$ cat config.mk
export PLATFORM = sky130hd
export DESIGN_NAME = decode_ctrl_pipe
export DESIGN_NICKNAME = d
export VERILOG_FILES = /design/src/rtl/decode_ctrl_pipe.sv
export SDC_FILE = /design/constraint.sdc
export NUM_CORES = 1
export LEC_CHECK = 0
export CAP_MARGIN = 20
export CELL_PAD_IN_SITES_DETAIL_PLACEMENT = 0
export CELL_PAD_IN_SITES_GLOBAL_PLACEMENT = 1
export CORE_ASPECT_RATIO = 0.7
export CORE_MARGIN = 5
export CORE_UTILIZATION = 34
export DETAILED_ROUTE_END_ITERATION = 8
export PLACE_DENSITY_LB_ADDON = 0.1
export SYNTH_ARGS = -nofsm -noshare
export SYNTH_HDL_FRONTEND = slang
export SYNTH_SLANG_ARGS = --single-unit
$ cat constraint.sdc
create_clock -name clk -period 5.1 [get_ports clk]
set_input_delay 0.765 -clock clk [delete_from_list [all_inputs] [get_ports clk]]
set_output_delay 0.765 -clock clk [all_outputs]
set_load 0.03 [all_outputs]
$ cat src/rtl/decode_ctrl_pipe.sv
// decode_ctrl_pipe: RV64 decode with in-ID branch resolution, load-use and divide
// issue stalls, feeding a valid/ready ID/EX pipeline register.
module decode_ctrl_pipe #(
    parameter int INST_WIDTH   = 32,
    parameter int ADDR_WIDTH   = 64,
    parameter int PC_TYPE_NUM  = 4,
    parameter int IMM_TYPE_NUM = 8,
    parameter int DIV_CYCLES   = 4,
    localparam int PC_SEL_W    = $clog2(PC_TYPE_NUM),
    localparam int IMM_SEL_W   = $clog2(IMM_TYPE_NUM)
) (
    input  logic                  clk,
    input  logic                  rst_n,
    input  logic                  flush,
    input  logic                  if_valid,
    output logic                  id_ready,
    input  logic [INST_WIDTH-1:0] inst,
    input  logic [ADDR_WIDTH-1:0] pc,
    input  logic                  is_equal,
    input  logic                  is_lt,
    input  logic                  is_ltu,
    output logic [PC_SEL_W-1:0]   pc_sel,
    output logic                  redirect,
    input  logic                  ex_ready,
    output logic                  ex_valid,
    output logic [ADDR_WIDTH-1:0] ex_pc,
    output logic [4:0]            ex_rd,
    output logic [4:0]            ex_rs1,
    output logic [4:0]            ex_rs2,
    output logic [IMM_SEL_W-1:0]  ex_imm_sel,
    output logic                  ex_has_imm,
    output logic                  ex_w_en,
    output logic                  ex_is_load,
    output logic                  ex_is_store,
    output logic                  ex_is_mdiv
);

    localparam logic [6:0] OP_LUI      = 7'b0110111;
    localparam logic [6:0] OP_AUIPC    = 7'b0010111;
    localparam logic [6:0] OP_JAL      = 7'b1101111;
    localparam logic [6:0] OP_JALR     = 7'b1100111;
    localparam logic [6:0] OP_BRANCH   = 7'b1100011;
    localparam logic [6:0] OP_LOAD     = 7'b0000011;
    localparam logic [6:0] OP_LOAD_FP  = 7'b0000111;
    localparam logic [6:0] OP_STORE    = 7'b0100011;
    localparam logic [6:0] OP_STORE_FP = 7'b0100111;
    localparam logic [6:0] OP_IMM      = 7'b0010011;
    localparam logic [6:0] OP_IMM_32   = 7'b0011011;
    localparam logic [6:0] OP_OP       = 7'b0110011;
    localparam logic [6:0] OP_OP_32    = 7'b0111011;

    localparam logic [IMM_SEL_W-1:0] IMM_I     = IMM_SEL_W'(0);
    localparam logic [IMM_SEL_W-1:0] IMM_SHAMT = IMM_SEL_W'(1);
    localparam logic [IMM_SEL_W-1:0] IMM_S     = IMM_SEL_W'(2);
    localparam logic [IMM_SEL_W-1:0] IMM_U     = IMM_SEL_W'(3);
    localparam logic [IMM_SEL_W-1:0] IMM_B     = IMM_SEL_W'(4);
    localparam logic [IMM_SEL_W-1:0] IMM_J     = IMM_SEL_W'(5);

    localparam logic [PC_SEL_W-1:0] PC_SEQ    = PC_SEL_W'(0);
    localparam logic [PC_SEL_W-1:0] PC_BRANCH = PC_SEL_W'(1);
    localparam logic [PC_SEL_W-1:0] PC_JALR   = PC_SEL_W'(2);
    localparam logic [PC_SEL_W-1:0] PC_JAL    = PC_SEL_W'(3);

    localparam int CNT_W = (DIV_CYCLES > 0) ? $clog2(DIV_CYCLES + 1) : 1;

    typedef enum logic {ST_RUN, ST_MDIV} state_t;

    logic [6:0] opcode;
    logic [6:0] funct7;
    logic [2:0] funct3;
    logic [4:0] rd;
    logic [4:0] rs1;
    logic [4:0] rs2;

    assign opcode = inst[6:0];
    assign rd     = inst[11:7];
    assign funct3 = inst[14:12];
    assign rs1    = inst[19:15];
    assign rs2    = inst[24:20];
    assign funct7 = inst[31:25];

    logic                 dec_w_en;
    logic                 dec_load;
    logic                 dec_store;
    logic                 dec_mdiv;
    logic                 dec_has_imm;
    logic [IMM_SEL_W-1:0] dec_imm_sel;
    logic                 uses_rs1;
    logic                 uses_rs2;
    logic                 is_branch;
    logic                 is_jal;
    logic                 is_jalr;

    // NOTE: every output of a combinational block gets a default first, so no
    // path through the case can leave a value held and infer a latch.
    always_comb begin
        dec_w_en    = 1'b0;
        dec_load    = 1'b0;
        dec_store   = 1'b0;
        dec_mdiv    = 1'b0;
        dec_has_imm = 1'b0;
        dec_imm_sel = IMM_I;
        uses_rs1    = 1'b0;
        uses_rs2    = 1'b0;
        is_branch   = 1'b0;
        is_jal      = 1'b0;
        is_jalr     = 1'b0;
        case (opcode)
            OP_LUI, OP_AUIPC: begin
                dec_w_en    = 1'b1;
                dec_has_imm = 1'b1;
                dec_imm_sel = IMM_U;
            end
            OP_JAL: begin
                dec_w_en    = 1'b1;
                dec_has_imm = 1'b1;
                dec_imm_sel = IMM_J;
                is_jal      = 1'b1;
            end
            OP_JALR: begin
                dec_w_en    = 1'b1;
                dec_has_imm = 1'b1;
                uses_rs1    = 1'b1;
                is_jalr     = 1'b1;
            end
            OP_BRANCH: begin
                dec_imm_sel = IMM_B;
                uses_rs1    = 1'b1;
                uses_rs2    = 1'b1;
                is_branch   = 1'b1;
            end
            OP_LOAD, OP_LOAD_FP: begin
                dec_w_en    = (opcode == OP_LOAD);
                dec_load    = 1'b1;
                dec_has_imm = 1'b1;
                uses_rs1    = 1'b1;
            end
            OP_STORE, OP_STORE_FP: begin
                dec_store   = 1'b1;
                dec_has_imm = 1'b1;
                dec_imm_sel = IMM_S;
                uses_rs1    = 1'b1;
                uses_rs2    = 1'b1;
            end
            OP_IMM, OP_IMM_32: begin
                dec_w_en    = 1'b1;
                dec_has_imm = 1'b1;
                dec_imm_sel = (funct3[1:0] == 2'b01) ? IMM_SHAMT : IMM_I;
                uses_rs1    = 1'b1;
            end
            OP_OP, OP_OP_32: begin
                dec_w_en    = 1'b1;
                dec_mdiv    = (funct7 == 7'b0000001) && funct3[2];
                uses_rs1    = 1'b1;
                uses_rs2    = 1'b1;
            end
            default: ;
        endcase
    end

    logic br_taken;

    always_comb begin
        case (funct3)
            3'b000:  br_taken = is_equal;
            3'b001:  br_taken = ~is_equal;
            3'b100:  br_taken = is_lt;
            3'b101:  br_taken = ~is_lt;
            3'b110:  br_taken = is_ltu;
            3'b111:  br_taken = ~is_ltu;
            default: br_taken = 1'b0;
        endcase
    end

    logic   advance;
    logic   accept;
    logic   hazard;
    state_t state;
    state_t state_next;
    logic [CNT_W-1:0] div_cnt;
    logic [CNT_W-1:0] div_cnt_next;

    assign advance = ex_ready | ~ex_valid;
    assign accept  = if_valid & id_ready;
    // rd==0 loads never produce a dependency, even though the index matches x0 readers.
    assign hazard  = ex_valid & ex_is_load & (ex_rd != 5'd0) &
                     ((uses_rs1 & (rs1 == ex_rd)) | (uses_rs2 & (rs2 == ex_rd)));

    // NOTE: sequential state uses non-blocking assignments so every register
    // samples pre-edge values regardless of statement order.
    always_ff @(posedge clk or negedge rst_n) begin
        if (!rst_n) begin
            state   <= ST_RUN;
            div_cnt <= '0;
        end else begin
            state   <= state_next;
            div_cnt <= div_cnt_next;
        end
    end

    always_comb begin
        state_next   = state;
        div_cnt_next = div_cnt;
        if (flush) begin
            state_next   = ST_RUN;
            div_cnt_next = '0;
        end else begin
            case (state)
                ST_RUN: begin
                    if (accept && dec_mdiv && (DIV_CYCLES > 0)) begin
                        state_next   = ST_MDIV;
                        div_cnt_next = CNT_W'(DIV_CYCLES);
                    end
                end
                ST_MDIV: begin
                    if (advance) begin
                        if (div_cnt == CNT_W'(1)) begin
                            state_next   = ST_RUN;
                            div_cnt_next = '0;
                        end else begin
                            div_cnt_next = div_cnt - CNT_W'(1);
                        end
                    end
                end
                default: begin
                    state_next   = ST_RUN;
                    div_cnt_next = '0;
                end
            endcase
        end
    end

    // rst_n gates id_ready so nothing is accepted while reset is asserted.
    always_comb begin
        id_ready = rst_n & advance & (state == ST_RUN) & ~hazard & ~flush;
    end

    always_comb begin
        pc_sel   = PC_SEQ;
        redirect = 1'b0;
        if (accept) begin
            if (is_branch && br_taken) begin
                pc_sel   = PC_BRANCH;
                redirect = 1'b1;
            end else if (is_jalr) begin
                pc_sel   = PC_JALR;
                redirect = 1'b1;
            end else if (is_jal) begin
                pc_sel   = PC_JAL;
                redirect = 1'b1;
            end
        end
    end

    // Data fields only load on accept; bubbles clear just the side-effecting controls.
    always_ff @(posedge clk or negedge rst_n) begin
        if (!rst_n) begin
            ex_valid    <= 1'b0;
            ex_pc       <= '0;
            ex_rd       <= '0;
            ex_rs1      <= '0;
            ex_rs2      <= '0;
            ex_imm_sel  <= '0;
            ex_has_imm  <= 1'b0;
            ex_w_en     <= 1'b0;
            ex_is_load  <= 1'b0;
            ex_is_store <= 1'b0;
            ex_is_mdiv  <= 1'b0;
        end else if (flush) begin
            ex_valid    <= 1'b0;
            ex_w_en     <= 1'b0;
            ex_is_load  <= 1'b0;
            ex_is_store <= 1'b0;
            ex_is_mdiv  <= 1'b0;
        end else if (advance) begin
            ex_valid    <= accept;
            ex_w_en     <= accept & dec_w_en & (rd != 5'd0);
            ex_is_load  <= accept & dec_load;
            ex_is_store <= accept & dec_store;
            ex_is_mdiv  <= accept & dec_mdiv;
            if (accept) begin
                ex_pc      <= pc;
                ex_rd      <= rd;
                ex_rs1     <= rs1;
                ex_rs2     <= rs2;
                ex_imm_sel <= dec_imm_sel;
                ex_has_imm <= dec_has_imm;
            end
        end
    end

endmodule

==> impl_metrics.toml <==
[outcome]
outcome = "completed"

[synth]
synth_cell_types = 42
synth_area_per_cell_um2 = 13.68
synth_edf_count = 0
synth-seq-cells = 92
syn-instance-count = 298
yosysSeqAreaShare = 0.5649
synthFlopType = "dfrtp_1"
netlist_area_um2 = 4075
syn_nets = 404
async_flop_share = 1.000
synth_warnings = 0

[setup_path]
max_stage_delay_ns = 0.61
cp.required_ns = 4.34
start_kind = "primary input"
cp_slowest_cell = "clkdlybuf4s50_1"
crit_top_cell = "clkdlybuf4s50_1"
endpoint_kind = "output pin"
critPathKind = "in2out"
worstPathArrival_ns = 3.39
crit_chain = "clkdlybuf4s50_1 > nor3b_1 > a21oi_1 > o41ai_2 > nor3b_4 > and4_1 > clkdlybuf4s50_1"
path_max_fanout = 13

[detailed_routing]
via_per_inst = 4.678
firstDrtPassIters = 5
avgRoutedWirePerCell_um = 17.39
drc_errors = 0
totalWireLength_um = 11350
drt_iter0_markers = 89
ant_nets = 0
vias = 3055

[min_path]
hold_class = "reg2reg"

[cts]
clock_path_buffers = 2
clockRootBuffer = "clkbuf_16"
cts_resized = 0
clk_pin_slew_ns = 0.07
clkLatencyLatePin_ns = 0.33
htreeDepth = 3
numCtsBuffers = 9
cts.sink_count = 92
postCtsSetupBuffers = 0
ctsHoldBuffers = 0
cts_tree = "built"

[sta]
tns_ns = 0
finalHoldViolCount = 0
hold_ws_ns = 0.4865
tightest_slew_ns = 0.7403
finalCritPeriodShare = 0.8145
setup_violations = 0
relSlewSlack = 0.5064
drv_slew = 0
fmax_ghz = 0.2407
rsz0062_at_grt = "no"
fin_crit_ns = 4.154
finClkSkew_ns = 0.008305
layout_setup_ws_ns = 0.9458

[place]
gp_congestion = 0.8117
io_buffer_count = 195
dp_slack_ns = 0.9476
placed_cell_area_um2 = 6123
dp_hpwl_um = 8785
numPlacedInstances = 638

[floorplanning]
io_pins = 196
initial_core_util = 0.3475
rows = 33
dieArea_um2 = 14310
fp.coreArea_um2 = 11730
die_w_um = 140.9
die_y_um = 101.6

[power]
power.density_nw_per_um2 = 379.0
power.switching_mw = 0.7799
combPwrFrac = 0.348
p_sw_frac = 0.3211
p_int_mw = 1.649
ir_drop_mv = 0.1854
post-layout-total-power_mw = 2.429
p_leak_nw = 2.557
power_frac_seq = 0.385
clkPwrFrac = 0.267

[grt]
antenna_found_initial = 0
grt_max_degree = 59
grt_pass1_vias = 3269
grt_use_total = 0.1580
grt_pass1_wl_um = 17820
grt-ovfl-total = 0

[layout]
final_area_um2 = 6407
fin_cells = 653
n_antenna_cell = 0
synthToLayoutAreaGrowth_pct = 57.23
fin_util = 0.5464
nets = 598
drive_gt1_frac = 0.2198

[flow_run]
drv_cap = 0
-- worst paths after layout --
path | slack (ns) | from | cells past startpoint | endpoint
min | 0.49 | ex_is_mdiv | 2 | ex_is_mdiv
max in group asynchronous | 3.50 | rst_n | 3 | ex_pc[59]
min reg2reg | 0.49 | ex_is_mdiv | 2 | ex_is_mdiv
min in group asynchronous | 0.56 | rst_n | 2 | ex_pc[57]
max | 0.95 | inst[2] | 7 | pc_sel[1]
max reg2reg | 2.12 | ex_rd[1] | 6 | ex_pc[48]
-- worst max-delay path, delay by kind of cell --
kind / cells / cell delay [ns]
AOI/OAI and AO/OA: 2 / 0.69
buffers and inverters: 2 / 1.20
and+or+nand+nor: 3 / 0.72
-- cells in the final DEF (no fill, tap or decap), types with 2 or more instances in the layout --
cell type	netlist	routed
a2111oi_0	2	2
a21oi_1	10	10
a31o_2	2	2
and2_1	4	4
buf_4	1	5
clkbuf_1	4	2
clkbuf_16	0	9
clkdlybuf4s50_1	0	194
dfrtp_1	92	92
ha_1	2	2
inv_1	4	4
mux2_2	83	83
mux2i_1	2	2
nand2_1	13	13
nand2b_1	4	4
nand3_1	4	4
nand4_1	2	2
nor2_1	11	11
nor2b_1	4	4
nor3_1	2	2
nor3b_1	2	2
nor4b_1	5	5
o21ai_0	4	4
o22a_1	2	2
xnor2_1	10	10
xor2_1	2	2
-- synthesized netlist by cell type (all sizes together), types with 2 or more instances --
library cell	count	share of area
mux2i	2	0.0049
o21ai	4	0.0049
nor2b	4	0.0061
dfrtp	92	0.56
clkbuf	4	0.0037
xor2	2	0.0043
a2111oi	2	0.0043
a21oi	10	0.012
nand4	2	0.0031
mux2	83	0.23
o22a	2	0.0043
nand2b	4	0.0061
inv	4	0.0037
buf	12	0.029
nor2	11	0.010
nor3b	3	0.0068
nor4	2	0.0046
nand3	4	0.0049
and2	4	0.0061
nand2	13	0.012
xnor2	10	0.021
nor4b	5	0.011
a31o	2	0.0043
nor3	2	0.0025
ha	2	0.0061
-- logic make-up (layout without fill, tap and decap cells) --
logic type | after synthesis | after routing | share of synthesized area
xor gates and xnor gates | 12 | 12 | 0.02579
adders and majority gates | 2 | 2 | 0.006140
DFF | 92 | 92 | 0.5649
and+or+nand+nor | 60 | 60 | 0.08413
AOI/OAI and AO/OA | 27 | 27 | 0.04821
muxes | 85 | 85 | 0.2343
buffers and inverters | 20 | 218 | 0.03654
-- state kept, by name, indices dropped and copies added, names as in the netlist --
name	count
div_cnt	3
ex_has_imm	1
ex_imm_sel	3
ex_is_load	1
ex_is_mdiv	1
ex_is_store	1
ex_pc	64
ex_rd	5
ex_rs1	5
ex_rs2	5
ex_valid	1
ex_w_en	1
state	1
-- layout make-up --
| class | count | area [µm²] |
|---|---|---|
| fillers | 1037 | 5319 |
| flip-flops and latches | 92 | 2302 |
| repair buffers | 199 | 1979 |
| multi-input cells | 186 | 1630 |
| clock buffers | 11 | 232.7 |
| well taps | 157 | 196.4 |
| clock inverters | 4 | 51.30 |
| inverters | 4 | 15.01 |
-- power groups by stage --
stage | clock (mW) | sequential, mW | combinational (mW)
after floorplan | 0 | 1.21 | 0.177
after global placement | 0 | 0.943 | 0.849
after detailed placement | 0 | 0.951 | 0.855
after CTS | 0.669 | 0.939 | 0.857
after global routing | 0.692 | 0.955 | 0.892
final | 0.648 | 0.936 | 0.845
-- metal layers --
metal	wire length [µm]	global-route usage
met2	4986	0.2357
met5	0	0
met4	57	0.03127
met3	1113	0.06843
met1	5195	0.2163
No activity file was read; power rests on OpenSTA's default activity.
